File: src/rtl/plab3_mem_line_word_bridge.sv
// Bridges a 128-bit cache line port onto a 32-bit word memory: full lines become four word beats,
// sub-line requests a single beat. Define PLAB3_MEM_LINE_WORD_BRIDGE_CWF_EN for critical-word-first reads.
module plab3_mem_line_word_bridge #(
    parameter int unsigned abw = 32,
    parameter int unsigned dbw = 32,
    parameter int unsigned clw = 128
) (
    input  logic                   clk,
    input  logic                   reset,

    input  logic                   linereq_val,
    output logic                   linereq_rdy,
    input  logic [clw+abw+12:0]    linereq_msg,

    output logic                   lineresp_val,
    input  logic                   lineresp_rdy,
    output logic [clw+12:0]        lineresp_msg,

    output logic                   memreq_val,
    input  logic                   memreq_rdy,
    output logic [dbw+abw+10:0]    memreq_msg,

    input  logic                   memresp_val,
    output logic                   memresp_rdy,
    input  logic [dbw+10:0]        memresp_msg
);

    typedef enum logic [1:0] {StIdle, StBusy, StResp} state_e;

    state_e           state_q;
    logic             typ_q;
    logic [7:0]       opaque_q;
    logic [abw-1:0]   addr_q;
    logic [3:0]       len_q;
    logic [clw-1:0]   line_q;
    logic             full_q;
    logic [2:0]       scnt_q;
    logic [2:0]       rcnt_q;
    logic [dbw-1:0]   wbuf_q [4];

    logic [2:0]       nbeats;
    logic [1:0]       idx;
    logic [abw-1:0]   beat_addr;
    logic [1:0]       beat_len;
    logic [dbw-1:0]   beat_data;
    logic [clw-1:0]   resp_data;
    logic             unused_memresp;

    assign nbeats       = full_q ? 3'd4 : 3'd1;
    assign linereq_rdy  = (state_q == StIdle);
    assign lineresp_val = (state_q == StResp);
    assign memreq_val   = (state_q == StBusy) && (scnt_q < nbeats);
    // Outside BUSY stray responses are accepted and dropped.
    assign memresp_rdy  = (state_q != StBusy) || (rcnt_q < nbeats);

    assign unused_memresp = ^{memresp_msg[dbw+10:dbw+4], memresp_msg[dbw+1:dbw]};

    always_comb begin
        idx = scnt_q[1:0];
`ifdef PLAB3_MEM_LINE_WORD_BRIDGE_CWF_EN
        // Full-line reads start at the requested word and wrap.
        if (full_q && !typ_q) begin
            idx = addr_q[3:2] + scnt_q[1:0];
        end
`endif
        beat_addr = addr_q;
        beat_len  = len_q[1:0];
        beat_data = line_q[dbw-1:0];
        if (full_q) begin
            beat_addr = {addr_q[abw-1:4], idx, 2'b00};
            beat_len  = 2'b00;
            beat_data = line_q[idx*dbw +: dbw];
        end
    end

    assign memreq_msg = {typ_q, 6'b0, idx, beat_addr, beat_len, beat_data};

    always_comb begin
        resp_data = '0;
        if (!typ_q) begin
            if (full_q) begin
                resp_data = {wbuf_q[3], wbuf_q[2], wbuf_q[1], wbuf_q[0]};
            end else begin
                resp_data[dbw-1:0] = wbuf_q[0];
            end
        end
    end

    assign lineresp_msg = {typ_q, opaque_q, len_q, resp_data};

    always_ff @(posedge clk) begin
        if (reset) begin
            state_q  <= StIdle;
            typ_q    <= 1'b0;
            opaque_q <= '0;
            addr_q   <= '0;
            len_q    <= '0;
            line_q   <= '0;
            full_q   <= 1'b0;
            scnt_q   <= '0;
            rcnt_q   <= '0;
            for (int i = 0; i < 4; i++) begin
                wbuf_q[i] <= '0;
            end
        end else begin
            unique case (state_q)
                StIdle: begin
                    if (linereq_val) begin
                        typ_q    <= linereq_msg[clw+abw+12];
                        opaque_q <= linereq_msg[clw+abw+11:clw+abw+4];
                        addr_q   <= linereq_msg[clw+abw+3:clw+4];
                        len_q    <= linereq_msg[clw+3:clw];
                        line_q   <= linereq_msg[clw-1:0];
                        full_q   <= (linereq_msg[clw+3:clw] == 4'd0);
                        scnt_q   <= '0;
                        rcnt_q   <= '0;
                        state_q  <= StBusy;
                    end
                end
                StBusy: begin
                    if (memreq_val && memreq_rdy) begin
                        scnt_q <= scnt_q + 3'd1;
                    end
                    if (memresp_val && memresp_rdy) begin
                        wbuf_q[memresp_msg[dbw+3:dbw+2]] <= memresp_msg[dbw-1:0];
                        rcnt_q <= rcnt_q + 3'd1;
                        if (rcnt_q + 3'd1 == nbeats) begin
                            state_q <= StResp;
                        end
                    end
                end
                StResp: begin
                    if (lineresp_rdy) begin
                        state_q <= StIdle;
                    end
                end
                default: state_q <= StIdle;
            endcase
        end
    end

endmodule

File: config.mk
export PLATFORM = sky130hd
export DESIGN_NAME = plab3_mem_line_word_bridge
export DESIGN_NICKNAME = d
export VERILOG_FILES = /design/src/rtl/plab3_mem_line_word_bridge.sv
export SDC_FILE = /design/constraint.sdc
export NUM_CORES = 1
export LEC_CHECK = 0
export CAP_MARGIN = 20
export CORE_UTILIZATION = 40
export CTS_BUF_LIST = sky130_fd_sc_hd__clkbuf_16
export DETAILED_ROUTE_END_ITERATION = 8
export GPL_ROUTABILITY_DRIVEN = 0
export PLACE_DENSITY = 0.7
export SLEW_MARGIN = 20
export SYNTH_ARGS = -nofsm -noshare
export SYNTH_HDL_FRONTEND = slang
export SYNTH_SLANG_ARGS = --single-unit
File: constraint.sdc
create_clock -name clk -period 3.4 [get_ports clk]
set_input_delay 0.68 -clock clk [delete_from_list [all_inputs] [get_ports clk]]
set_output_delay 0.68 -clock clk [all_outputs]
set_load 0.005 [all_outputs]
Word level (Yosys, flattened, before mapping)
Memories as Yosys holds them, arrays and structs flattened. Cells that the tools add are included. Widths: inputs -> output; s select.

Input port bits: 222. Bits in writable memories: 128. Word-level logic and storage cells: 61. Memories: 1. Register bits: 182.

Memory list: wbuf_q (depth 4, width 32, read ports 4, clocked after Yosys merged registers in 0, write ports 4, RTL line 39) `logic [dbw-1:0] wbuf_q [4];`.

Add/subtract/negate cells: 2. Equal/unequal tests: 9. $lt $le $gt $ge: 2. Reductions and logical operators: 12. Shift-type cells: 1. Multiplexer cells: 25.

Operators with widths (number): $mux 128 (1); $shiftx 128x8->32 (1); $mux 96 (1); $mux 32 (2); $reduce_or 32->1 (1); $mux 2 (6); $mux 3 (4); $pmux 3 s2 (2); $ne 2x1->1 const B (5); $mux 1 (7); $add 3x1->3 const B (2); $lt 3x3->1 (2); $pmux 2 s3 (1); $reduce_and 3->1 (2); $logic_not 4->1 (1); $mux 4 (1); $reduce_and 4->1 (1); $eq 3x3->1 (1); $logic_and 1x1->1 (3); $eq 2x1->1 const B (1); $eq 2x2->1 const B (1); $logic_not 2->1 (1); $ne 2x2->1 const B (1); $reduce_and 2->1 (1); other kinds (2) (2).

Longest topological paths before layout
Gate-level depths: netlist of run 1.

Depth in word-level cells: 10. Gate-level depth with buffers: 9. Mapped depth without buffers: 6.

Worst setup path after synthesis of run 1
OpenSTA, ideal clock, no wires.

Kind: register to register. Start point: register full_q. End point: memory wbuf_q[3][0], enable pin. Stages on the path, launching flop included: 8. Required time: 2.972 ns. Period minus slack after synthesis: 3.254 ns. Buffers on the path: 2. Arrival: 2.827 ns. Path slack: 0.146 ns. Path through: dfxtp_1 > buf_6 > inv_1 > ha_1 > inv_1 > o2111ai_1 > clkbuf_1 > o21bai_1.

RTL lines: start, declared (RTL line 36) `logic full_q;`; start signal, assigned (RTL line 114) `full_q <= (linereq_msg[clw+3:clw] == 4'd0);`; end, declared (RTL line 39).

Worst setup path in the final report of run 1
Start point: register scnt_q[0]. End point: output memreq_msg[23].

Cells in the longest elaborated chain, start to end: 2.

Ends and longest elaborated chain: start, declared (RTL line 37) `logic [2:0] scnt_q;`; start signal, assigned (RTL line 122) `scnt_q <= scnt_q + 3'd1;`; $shiftx 128x8->32 (RTL line 72) `beat_data = line_q[idx*dbw +: dbw];`; $mux 32 (RTL line 69) `if (full_q) begin`; end, declared (RTL line 21) `output logic [dbw+abw+10:0] memreq_msg,`.

No other way between the ends.

==> flow_summary_export.csv, run 1 <==
group,metric,value,unit
run_status,outcome,"completed",
timing,post-route-period-util,0.954,
placement,port_buffers,426,
final_layout,fin_nets,2077,
die,num_rows,66,
synth,syn_area,0.0133,mm2
clock_network,numCtsBuffers,36,
synth,synth_warnings,0,
grt,grt_max_degree,102,
clock_network,holdBufCountCts,0,
synth,yosysUniqueCellTypes,41,
clock_network,worstSkewPairLatency,0.50,ns
grt,grt_pass1_wl,59900,um
timing,setup-tns-final,0,ns
timing,max_slew.worst_pin.slew,0.830,ns
synth,synth_edf_count,128,
final_layout,drive_gt1_frac,0.0502,
pwr,finalPower,9.13,mW
timing,rsz0062_at_grt,"no",
die,pin_count,442,
synth,synthSimpleGateAreaFrac,0.249,
drt,drt_pass1_iterations,5,
clock_network,clockRootBuffer,"clkbuf_16",
synth,syn_avg_cell_area,8.85,um2
final_layout,utilization,0.580,
drt,wirelength,39800,um
grt,gr-total-overflow,0,
clock_network,post_cts_buffers,0,
clock_network,cts_buffer_depth,3,
drt,drt-vias-per-instance,4.87,
critical_path,crit_fanout,27,
timing,hold_viol,0,
die,core_area,0.0326,mm2
drt,via_count,11307,
final_layout,areaGrowthSynthToFinish,42.4,%
drt,ant_nets,0,
synth,netlist_instances,1502,
die,die-area,0.0340,mm2
pwr,power.ir.vdd_worst,0.000369,V
synth,synth_ff_type,"dfxtp_1",
timing,maxSlewViolCount,0,
die,initial_core_util,0.408,
critical_path,cp_cell_sequence,"buf_4 > mux2i_1 > nand2_1 > o21ai_0 > a21oi_1 > clkdlybuf4s50_1",
grt,grt_pass1_vias,10988,
critical_path,slowest_delay,0.55,ns
critical_path,crit_required,2.72,ns
grt,use_met2,0.413,
run,cap_violations,0,
timing,fmax,0.308,GHz
synth,synth-adder-area-share,0.00471,
critical_path,startpoint_type,"register",
critical_path,worstSetupEndpointType,"output pin",
die,fp.dieH,184,um
grt,antenna_found_initial,8,
synth,async_flop_share,0,
timing,fin_crit,3.24,ns
clock_network,clock-sinks,310,
placement,pre_cts_ws,0.556,ns
synth,yosysSeqAreaShare,0.563,
critical_path,arrival,2.56,ns
placement,dp_hpwl,27900,um
critical_path,critPathBufInv,2,
synth,synth-compound-area-share,0.0960,
timing,finalWorstSetupSlack,0.156,ns
grt,use_met3,0.0682,
clock_network,cts_tree,"done",
grt,grt_util_all_layers,0.229,
pwr,p_leak,6.93,nW
critical_path,critical_path_class,"register to output pin",
timing,hold_slack,0.450,ns
grt,grtUsageMet1,0.253,
synth,synth_top_family_by_area,"simple AND/OR/NAND/NOR gates",
timing,finalSetupViolations,0,
die,dieWidth,184,um
drt,avgRoutedWirePerCell,17.2,um
synth,synth_seq_cells,310,
hold_path,worst_hold_path_type,"register to register",
final_layout,final_common_cell,"clkdlybuf4s50_1",
timing,slew_headroom,0.447,
final_layout,final_cell_mix,"clkdlybuf4s50_1 (425), nand2_1 (382), a21oi_1 (210), dfxtp_1 (179), nor2_1 (164)",
synth,synthMuxAreaShare,0.0265,
critical_path,slowest_stage,"clkdlybuf4s50_1",
timing,skew,0.0142,ns
synth,synth_xor_area_frac,0.00169,
clock_network,htreeDepth,2,
drt,drc_errors,0,
clock_network,clkSlewWorstSetupHoldPaths,0.05,ns
pwr,powerDensity,482,mW/mm2
drt,drt_first_iter_violations,708,
grt,top_usage_layer,"met2",
critical_path,critPathTopFamily,"buffers and inverters",
-- worst paths after layout --
kind | startpoint | endpoint | slack (ns) | cells after the start
worst max-delay path | scnt_q[0]$_SDFFE_PP0P_ | memreq_msg[23] | 0.16 | 6
worst min-delay path | line_q[76]$_SDFFE_PP0P_ | line_q[76]$_SDFFE_PP0P_ | 0.45 | 2
worst max register to register | full_q$_SDFFE_PP0P_ | wbuf_q[0][29]$_SDFFCE_PN0P_ | 0.74 | 7
worst min register to register | line_q[76]$_SDFFE_PP0P_ | line_q[76]$_SDFFE_PP0P_ | 0.45 | 2
-- logic make-up after synthesis --
| kind of cell | after synthesis |
|---|---|
| AO/OA/AOI/OAI | 251 |
| XOR/XNOR | 1 |
| adder cells (fa/ha/maj) | 5 |
| buffers and inverters | 154 |
| flip-flops | 310 |
| multiplexers | 35 |
| other | 1 |
| AND/OR/NAND/NOR | 745 |
-- cell type report --
cell class	instances	area (um2)
Antenna cell	4	10.0
Multi-Input combinational cell	1043	5100
Fill cell	2869	13700
Sequential cell	310	7490
Timing Repair Buffer	454	4590
Clock buffer	38	951
Tap cell	442	553
Inverter	5	18.8
Clock inverter	24	218
-- synth_stat cells, drive strengths merged, types with 2 or more instances --
cell    number  share of area
mux2i       33          0.025
o21ai       35          0.013
nor2       166          0.047
ha           5         0.0047
a21oi      211          0.080
nor3         2        0.00075
nand2      382           0.11
mux2         2         0.0017
or4b         2         0.0018
inv          5         0.0014
nor2b       38          0.018
buf         61          0.032
nand3        4         0.0015
and3b        2         0.0013
clkbuf      88          0.025
nand2b      39          0.018
or3b         3         0.0020
and2        98          0.046
nor3b        3         0.0017
dfxtp      182           0.27
edfxtp     128           0.29
-- metrics by stage --
stage	instances	area (um2)
after floorplan	1507	13300
after global placement	2254	17700
after detailed placement	2254	17700
after CTS	2316	18900
after global routing	2320	18900
final	2320	18900
-- state kept, by name, indices dropped and copies added (netlist names) --
name / count
typ_q: 1
opaque_q: 8
len_q: 4
scnt_q: 3
rcnt_q: 3
line_q: 128
wbuf_q: 128
addr_q: 32
state_q: 2
full_q: 1
-- where the power goes --
group	switching (mW)	internal [mW]	leakage (nW)
clock	1.48	2.32	0.591
sequential	0.0965	4.09	2.82
combinational	0.560	0.583	3.52
total	2.14	6.99	6.93
-- metal layers --
layer	vias to the layer above	wire (um)
met2	424	20100
met1	5256	15000
li1	5546	-
met5	-	27
met3	77	3350
met4	4	1270
-- timing repair --
item / CTS / global route
resized for setup: 0 / 1
endpoints found under the setup margin: 0 / 4
hold endpoints to repair: 0 / 0
-- tightest hold or removal path, cell delays in order, from the launching register on --
cell and delay (ns):
dfxtp_1 0.30, nand2_1 0.05, a21oi_1 0.05
Power figures use the tool's default switching activity.
==> run 2, diff against run 1 <==
Settings changed: CORE_UTILIZATION 40 to 33, PLACE_DENSITY 0.7 to 0.59.
==> flow_summary_export.csv, run 2 (same netlist as run 1, synthesis figures left out) <==
group,metric,value,unit
die,num_rows,73,
clock_network,cts_buffer_depth,3,
critical_path,slowest_stage,"clkdlybuf4s50_1",
clock_network,clock-sinks,310,
critical_path,arrival,2.58,ns
timing,setup-tns-final,0,ns
pwr,powerDensity,475,mW/mm2
drt,drt-vias-per-instance,4.70,
clock_network,clkSlewWorstSetupHoldPaths,0.06,ns
drt,ant_nets,0,
run,cap_violations,0,
die,pin_count,442,
drt,via_count,11294,
hold_path,worst_hold_path_type,"register to register",
critical_path,crit_top_cell,"buf_4",
clock_network,post_cts_buffers,0,
final_layout,largestRegisters,"line_q: 128 flops, wbuf_q: 128 flops, addr_q: 32 flops",
placement,port_buffers,426,
final_layout,drive_gt1_frac,0.0480,
timing,rsz0062_at_grt,"no",
final_layout,nFillCells,3852,
final_layout,utilization,0.477,
critical_path,critical_path_class,"register to output pin",
placement,dp_hpwl,29000,um
grt,grt_util_all_layers,0.198,
final_layout,areaGrowthSynthToFinish,42.6,%
critical_path,cp_cell_sequence,"buf_4 > buf_4 > mux2i_1 > nand2_1 > o21ai_0 > a21oi_1 > clkdlybuf4s50_1",
clock_network,htreeDepth,2,
timing,max_slew.worst_pin.slew,0.750,ns
drt,drt_pass1_iterations,5,
die,initial_core_util,0.335,
timing,hold_viol,0,
grt,grt_pass1_vias,10924,
grt,antenna_found_initial,10,
final_layout,final_common_cell,"clkdlybuf4s50_1",
final_layout,fin_nets,2077,
run_status,outcome,"completed",
clock_network,cts_tree,"done",
drt,drc_errors,0,
clock_network,clockRootBuffer,"clkbuf_16",
drt,drt_first_iter_violations,621,
drt,avgRoutedWirePerCell,17.4,um
grt,grt_max_degree,97,
critical_path,slowest_delay,0.51,ns
critical_path,worstSetupEndpointType,"output pin",
timing,skew,0.0255,ns
timing,fin_crit,3.26,ns
final_layout,final_cell_mix,"clkdlybuf4s50_1 (425), nand2_1 (382), a21oi_1 (210), dfxtp_1 (179), nor2_1 (164)",
timing,finalSetupViolations,0,
clock_network,holdBufCountCts,0,
clock_network,numCtsBuffers,36,
die,die-area,0.0411,mm2
timing,maxSlewViolCount,0,
timing,post-route-period-util,0.958,
clock_network,cts_resized,0,
die,core_area,0.0397,mm2
grt,grt_pass1_wl,62600,um
critical_path,crit_fanout,23,
critical_path,startpoint_type,"register",
pwr,power.ir.vdd_worst,0.000354,V
pwr,p_leak,6.91,nW
critical_path,crit_required,2.72,ns
timing,fmax,0.307,GHz
die,dieWidth,203,um
drt,wirelength,41700,um
timing,hold_slack,0.451,ns
timing,slew_headroom,0.500,
clock_network,worstSkewPairLatency,0.54,ns
die,fp.dieH,203,um
grt,gr-total-overflow,0,
## run 2: cell types whose count changed in the layout (fill, tap and decap cells not counted), moves of 2 or more
cell	change
buf_4	+2
buf_12	-2
inv_1	+6
clkinv_2	-3
clkinv_1	-3
clkinvlp_4	+2
bufinv_16	-2
## run 2: per-stage QoR
step / worst slack [ns] / cells / area (um2) / power, mW
after detailed placement: 0.580 / 2337 / 17800 / 5.43
after floorplan: 0.146 / 1507 / 13300 / 4.79
after global placement: 0.627 / 2337 / 17800 / 5.41
final: 0.144 / 2402 / 19000 / 9.01
after global routing: 0.00688 / 2399 / 18900 / 9.38
after CTS: 0.0599 / 2399 / 18900 / 9.13
## run 2: final timing paths
path                                              start                          end  slack (ns)  depth (start not counted)
worst max-delay path             scnt_q[0]$_SDFFE_PP0P_               memreq_msg[23]        0.14                          7
worst min-delay path            line_q[78]$_SDFFE_PP0P_      line_q[78]$_SDFFE_PP0P_        0.45                          2
worst max register to register      full_q$_SDFFE_PP0P_  wbuf_q[1][15]$_SDFFCE_PN0P_        0.76                          7
worst min register to register  line_q[78]$_SDFFE_PP0P_      line_q[78]$_SDFFE_PP0P_        0.45                          2
## run 2: worst max-delay path, delay by kind of cell, from the launching register on
kind | cells | cell delay (ns)
multiplexers | 1 | 0.32
buffers and inverters | 3 | 1.13
flip-flops | 1 | 0.32
AND/OR/NAND/NOR | 1 | 0.09
AO/OA/AOI/OAI | 2 | 0.17
## run 2: cell type report
type | instances | area [um2] | share of cell area
timing repair buffer | 454 | 4560 | 0.241
clock buffer | 38 | 951 | 0.0502
sequential | 310 | 7490 | 0.395
inverter | 5 | 18.8 | 0.000990
multi-input combinational | 1043 | 5100 | 0.269
antenna | 3 | 7.51 | 0.000396
tap | 525 | 657 | 0.0347
clock inverter | 24 | 169 | 0.00891
## run 2: power by group
| group | total, mW | leakage [nW] | switching [mW] | internal, mW |
|---|---|---|---|---|
| logic | 1.16 | 3.51 | 0.574 | 0.583 |
| clock network | 3.68 | 0.578 | 1.51 | 2.16 |
| registers | 4.18 | 2.82 | 0.0873 | 4.09 |
| total | 9.01 | 6.91 | 2.18 | 6.84 |
## run 2: metal layers
| layer | global-route usage | share of wire |
|---|---|---|
| met2 | 0.341 | 0.49 |
| met4 | 0.0792 | 0.032 |
| met1 | 0.228 | 0.40 |
| met5 | 0 | 0.0019 |
| met3 | 0.0607 | 0.082 |
==> run 3, diff against run 2 <==
Settings changed: SKIP_CTS_REPAIR_TIMING set to 1.
==> results of run 3 <==
No change in the layout: final DEF, timing and power equal those of run 2.
